<file path="config.mk">
export PLATFORM = sky130hd
export DESIGN_NAME = csi2_rx_pkt_parser
export DESIGN_NICKNAME = d
export VERILOG_FILES = /design/src/rtl/csi2_rx_pkt_parser.sv
export SDC_FILE = /design/constraint.sdc
export NUM_CORES = 1
export LEC_CHECK = 0
export ABC_CLOCK_PERIOD_IN_PS = 3400
export BUFFER_PORTS_ARGS = -buffer_cell sky130_fd_sc_hd__buf_2
export CAP_MARGIN = 25
export CORE_MARGIN = 10
export CORE_UTILIZATION = 55
export DETAILED_ROUTE_END_ITERATION = 16
export MAX_ROUTING_LAYER = met4
export PLACE_DENSITY = 0.76
export RECOVER_POWER = 100
export SLEW_MARGIN = 20
export SYNTH_ARGS = -nofsm -noshare
export SYNTH_HDL_FRONTEND = slang
export SYNTH_SLANG_ARGS = --single-unit
</file>
<file path="constraint.sdc">
create_clock -name byte_clk_i -period 3.4 [get_ports byte_clk_i]
set_clock_uncertainty 0.15 [all_clocks]
set_input_delay 0.68 -clock byte_clk_i [delete_from_list [all_inputs] [get_ports byte_clk_i]]
set_output_delay 0.68 -clock byte_clk_i [all_outputs]
set_load 0.1 [all_outputs]
</file>
<file path="src/rtl/csi2_rx_pkt_parser.sv">
// CSI-2 RX packet parser: decodes headers from the 2-lane byte stream, checks header ECC
// and payload CRC, and presents the payload as 16-bit words with byte enables.
module csi2_rx_pkt_parser #(
    parameter logic [5:0] SHORT_DT_MAX = 6'h0F,
    parameter bit         ECC_CHECK    = 1'b1
) (
    input  logic        byte_clk_i,
    input  logic        reset_n_i,
    input  logic [15:0] byte_data_i,
    input  logic        byte_valid_i,
    output logic        hdr_valid_o,
    output logic        sp_en_o,
    output logic        lp_en_o,
    output logic [1:0]  vc_o,
    output logic [5:0]  dt_o,
    output logic [15:0] wc_o,
    output logic        ecc_err_o,
    output logic [15:0] payload_o,
    output logic        payload_en_o,
    output logic [1:0]  payload_be_o,
    output logic        payload_last_o,
    output logic        pkt_done_o,
    output logic        crc_err_o,
    output logic        trunc_err_o
);

    // state   | meaning
    // IDLE    | waiting for a burst; first word carries DI and WC[7:0]
    // HDR1    | second header word: WC[15:8] and ECC
    // PAYLOAD | payload words, rem bytes still to come
    // CRC     | word holds the full received CRC
    // CRC_HI  | word low byte holds the received CRC high byte (odd WC)
    // DRAIN   | packet finished, discard until the burst ends
    typedef enum logic [2:0] {IDLE, HDR1, PAYLOAD, CRC, CRC_HI, DRAIN} state_t;

    state_t      state_q;
    logic [7:0]  di_q;
    logic [7:0]  wc_lo_q;
    logic [7:0]  crc_lo_q;
    logic [15:0] rem_q;
    logic [15:0] crc_q;

    logic [7:0]  lo_byte;
    logic [7:0]  hi_byte;
    logic [15:0] wc_full;
    logic [23:0] hdr_bits;
    logic [5:0]  ecc_calc;
    logic        ecc_bad;
    logic        is_short;
    logic [15:0] crc_one;
    logic [15:0] crc_two;

    function automatic logic [15:0] crc_byte(input logic [15:0] c, input logic [7:0] d);
        logic [15:0] r;
        r = c;
        for (int i = 0; i < 8; i++) begin
            if (r[0] ^ d[i]) r = (r >> 1) ^ 16'h8408;
            else             r = r >> 1;
        end
        return r;
    endfunction

    always_comb begin
        lo_byte     = byte_data_i[7:0];
        hi_byte     = byte_data_i[15:8];
        wc_full     = {lo_byte, wc_lo_q};
        hdr_bits    = {lo_byte, wc_lo_q, di_q};
        ecc_calc[0] = ^(hdr_bits & 24'hF12CB7);
        ecc_calc[1] = ^(hdr_bits & 24'hF2555B);
        ecc_calc[2] = ^(hdr_bits & 24'h749A6D);
        ecc_calc[3] = ^(hdr_bits & 24'hB8E38E);
        ecc_calc[4] = ^(hdr_bits & 24'hDF03F0);
        ecc_calc[5] = ^(hdr_bits & 24'hEFFC00);
        ecc_bad     = ECC_CHECK && (ecc_calc != hi_byte[5:0]);
        is_short    = (di_q[5:0] <= SHORT_DT_MAX);
        crc_one     = crc_byte(crc_q, lo_byte);
        crc_two     = crc_byte(crc_one, hi_byte);
    end

    always_ff @(posedge byte_clk_i or negedge reset_n_i) begin
        if (!reset_n_i) begin
            state_q        <= IDLE;
            di_q           <= '0;
            wc_lo_q        <= '0;
            crc_lo_q       <= '0;
            rem_q          <= '0;
            crc_q          <= 16'hFFFF;
            hdr_valid_o    <= 1'b0;
            sp_en_o        <= 1'b0;
            lp_en_o        <= 1'b0;
            vc_o           <= '0;
            dt_o           <= '0;
            wc_o           <= '0;
            ecc_err_o      <= 1'b0;
            payload_o      <= '0;
            payload_en_o   <= 1'b0;
            payload_be_o   <= '0;
            payload_last_o <= 1'b0;
            pkt_done_o     <= 1'b0;
            crc_err_o      <= 1'b0;
            trunc_err_o    <= 1'b0;
        end else begin
            hdr_valid_o    <= 1'b0;
            sp_en_o        <= 1'b0;
            lp_en_o        <= 1'b0;
            ecc_err_o      <= 1'b0;
            payload_en_o   <= 1'b0;
            payload_last_o <= 1'b0;
            pkt_done_o     <= 1'b0;
            crc_err_o      <= 1'b0;
            trunc_err_o    <= 1'b0;
            if (!byte_valid_i && (state_q inside {HDR1, PAYLOAD, CRC, CRC_HI})) begin
                trunc_err_o <= 1'b1;
                crc_q       <= 16'hFFFF;
                state_q     <= IDLE;
            end else begin
                case (state_q)
                    IDLE: if (byte_valid_i) begin
                        di_q    <= lo_byte;
                        wc_lo_q <= hi_byte;
                        state_q <= HDR1;
                    end
                    HDR1: begin
                        hdr_valid_o <= 1'b1;
                        vc_o        <= di_q[7:6];
                        dt_o        <= di_q[5:0];
                        wc_o        <= wc_full;
                        ecc_err_o   <= ecc_bad;
                        crc_q       <= 16'hFFFF;
                        rem_q       <= wc_full;
                        if (is_short) begin
                            sp_en_o    <= 1'b1;
                            pkt_done_o <= 1'b1;
                            state_q    <= DRAIN;
                        end else begin
                            lp_en_o <= 1'b1;
                            // a corrupted header cannot be trusted for payload framing
                            if (ecc_bad) begin
                                pkt_done_o <= 1'b1;
                                state_q    <= DRAIN;
                            end else if (wc_full == 16'h0000) begin
                                state_q <= CRC;
                            end else begin
                                state_q <= PAYLOAD;
                            end
                        end
                    end
                    PAYLOAD: begin
                        payload_en_o <= 1'b1;
                        if (rem_q == 16'd1) begin
                            payload_o      <= {8'h00, lo_byte};
                            payload_be_o   <= 2'b01;
                            payload_last_o <= 1'b1;
                            crc_q          <= crc_one;
                            crc_lo_q       <= hi_byte;
                            state_q        <= CRC_HI;
                        end else begin
                            payload_o    <= byte_data_i;
                            payload_be_o <= 2'b11;
                            crc_q        <= crc_two;
                            if (rem_q == 16'd2) begin
                                payload_last_o <= 1'b1;
                                state_q        <= CRC;
                            end else begin
                                rem_q <= rem_q - 16'd2;
                            end
                        end
                    end
                    CRC: begin
                        pkt_done_o <= 1'b1;
                        crc_err_o  <= (byte_data_i != crc_q);
                        state_q    <= DRAIN;
                    end
                    CRC_HI: begin
                        pkt_done_o <= 1'b1;
                        crc_err_o  <= ({lo_byte, crc_lo_q} != crc_q);
                        state_q    <= DRAIN;
                    end
                    DRAIN: if (!byte_valid_i) state_q <= IDLE;
                    default: state_q <= IDLE;
                endcase
            end
        end
    end

endmodule

</file>
==> results.json <==
{
  "die_h_um": 127,
  "cp-startpoint": "byte_data_i[7]",
  "synthCells": 665,
  "cts_buffers": 9,
  "violations": "max-capacitance violations, max-slew violations",
  "outcome": "complete, but fails checks",
  "cts_num_sinks": 110,
  "grt_pass1_wl_mm": 27.9,
  "drtIter0Drc": 618,
  "crit_required_ns": 3.47,
  "cp-end-kind": "flop",
  "dp_cells": 847,
  "final_cells": 863,
  "postCtsSetupBuffers": 0,
  "setup-tns-final_ns": 0,
  "p_switching_mw": 3.35,
  "slew_violations": 61,
  "hpwl_mm": 12.7,
  "synth_top_family_by_area": "XOR/XNOR gates",
  "worstHoldStart": "payload_o[10]$_DFFE_PN0P_",
  "portBuffers": 69,
  "cts-root-buf": "clkbuf_16",
  "min_period_ns": 2.93,
  "finalSetupViolations": 0,
  "grt_pass1_vias": 5097,
  "rsz0062_at_grt": "false",
  "synth_area_leaders": "dfrtp_1, xnor2_1, nand2_1",
  "synth_common_cells": "nand2_1, dfrtp_1, o21ai_0",
  "fillers": 918,
  "ir_worst_vdd_mv": 0.723,
  "syn-cell-area_sq_um": 6250,
  "insertion_delay_ns": 0.35,
  "r2r_start": "rem_q[14]$_DFFE_PN0P_",
  "synth-seq-area-share_pct": 44.4,
  "post_cts_resized": 0,
  "start_kind": "input port",
  "ctsHtreeMaxLevel": 3,
  "yosysTopAreaCell": "dfrtp_1",
  "hold_path.class": "flop to flop",
  "worst_pin_slew_ns": 1.51,
  "muxShareOfSynthArea_pct": 3.34,
  "cts_tree": "yes",
  "pre_cts_ws_ns": 0.353,
  "fin_util_pct": 63.1,
  "ys_ff_latch": 110,
  "synthFlopType": "dfrtp_1",
  "fp-row-count": 38,
  "setup_slack_ns": 0.465,
  "power.density_nw_per_um2": 962,
  "grt_overflow_total": 0,
  "synth_nets": 694,
  "design.die.area_sq_um": 16000,
  "synthToLayoutAreaGrowth_pct": 10.9,
  "drt-pass1-iter-count": 7,
  "multiInputGateArea_sq_um": 3180,
  "start_util_pct": 56.9,
  "grt_start_max_net_pins": 62,
  "antenna_cells": 0,
  "synthArstFlopShare_pct": 100,
  "total_power_mw": 6.67,
  "hold_buffers": 0,
  "drc": 0,
  "whs_ns": 0.324,
  "yosys.cell_count.top_type": "nand2_1",
  "core-area_sq_um": 11000,
  "arrival_ns": 3.00,
  "synth_top_cell_area_share_pct": 37.6,
  "fin_area_sq_um": 6930,
  "fmax_ghz": 0.341,
  "power.share.switching_pct": 50.2,
  "vias": 5101,
  "yosys.area_share.simple_pct": 15.4,
  "clockBufferDepth": 2,
  "clk_pin_slew_ns": 0.07,
  "antenna_found_initial": 0,
  "synth-compound-area-share_pct": 12.1,
  "drive_gt1_share_pct": 9.27,
  "avgSynthCellArea_sq_um": 9.40,
  "synth_cell_type_count": 50,
  "intPower_mw": 3.32,
  "slew_headroom_pct": -0.444,
  "post_drt_wl_per_cell_um": 20.3,
  "nNetsFinal": 747,
  "fin_crit_sh_pct": 86.3,
  "grt_use_total_pct": 22.3,
  "vias_per_cell": 5.91,
  "synth_edf_count": 0,
  "max_cap_viol_count": 1,
  "die_x_um": 127,
  "path_max_fanout": 7,
  "yosys_warnings": 0,
  "criticalPathCategory": "input port to flop",
  "synthAdderAreaFrac_pct": 2.00,
  "pwr-share-clk_pct": 17.3,
  "drtAntennaViolNets": 0,
  "p_seq_share_pct": 30.2,
  "drt-total-wl_mm": 17.5,
  "hold_violations": 0,
  "gp_congestion": 0.936,
  "p_leak_nw": 3.12,
  "register_area_sq_um": 2770,
  "dpl_cell_area_sq_um": 6730,
  "num_io_pins": 70,
  "synth_xor_xnor_area_share_pct": 18.3,
  "pwr-share-comb_pct": 52.5
}
area by class of cell:
cell class                      instances  share of cell area, %
Clock buffer                           13                   3.75
Clock inverter                          3                  0.975
Inverter                               28                   1.52
Multi-Input combinational cell        485                   45.9
Sequential cell                       110                   40.0
Tap cell                              140                   2.53
Timing Repair Buffer                   84                   5.31
flip-flops by register name (all words and copies together), names as in the netlist, 2 cells and up:
name	cells
vc_o	2
wc_lo_q	8
state_q	3
payload_be_o	2
di_q	8
dt_o	6
crc_lo_q	8
wc_o	16
crc_q	16
payload_o	16
rem_q	16
worst max-delay path, cell delays in order:
cell and delay [ns]:
clkbuf_1 0.38, inv_1 0.14, ha_1 0.38, xnor3_1 0.42, xnor3_1 0.20, nor3_1 0.19, o22ai_1 0.13, a211oi_2 0.33
o21ai_0 0.16
layout by cell type, fill, tap and decap left out, types with 13 or more instances in the layout:
master / count
clkbuf_1: 60
nand3_1: 17
dfstp_2: 15
mux2i_1: 13
a21oi_1: 25
xor2_1: 34
o21ai_0: 66
nand2_1: 114
dfrtp_1: 94
buf_2: 16
nor3_1: 14
nor2_1: 42
xnor2_1: 56
inv_1: 28
power by group through the flow:
| stage | Combinational [mW] | Clock [mW] | Sequential [mW] |
|---|---|---|---|
| 6_report | 3.50 | 1.16 | 2.01 |
| 5_1_grt | 3.71 | 1.22 | 2.06 |
| 4_1_cts | 3.57 | 1.17 | 2.00 |
| 3_5_place_dp | 3.55 | 0 | 2.02 |
| 3_3_place_gp | 3.49 | 0 | 2.00 |
| 2_1_floorplan | 1.51 | 0 | 3.36 |
layer usage:
layer  GRT usage (%)  part of all wire (%)  up-vias
met5               -                     0        -
met4            7.10                   2.3        0
met3            5.83                   8.0       36
li1                -                     -     2343
met1            27.4                    41     2488
met2            35.3                    49      234
logic make-up after synthesis:
kind of cell    count (synthesis)
simple gates                  220
compound gates                130
flops                         110
xor+xnor                      105
buf+inv                        70
mux                            20
fa+ha+maj                      10
final timing paths:
kind                                             end  slack (ns)  cells after the start
setup / recovery              state_q[2]$_DFFE_PN0P_        0.47                      9
hold / removal             payload_o[10]$_DFFE_PN0P_        0.32                      2
setup reg to reg                rem_q[4]$_DFFE_PN0P_        0.49                      7
hold reg to reg            payload_o[10]$_DFFE_PN0P_        0.32                      2
max in group asynchronous      hdr_valid_o$_DFF_PN0_        0.92                      2
min in group asynchronous      rem_q[10]$_DFFE_PN0P_        0.54                      1
(Power assumes the default switching activity.)
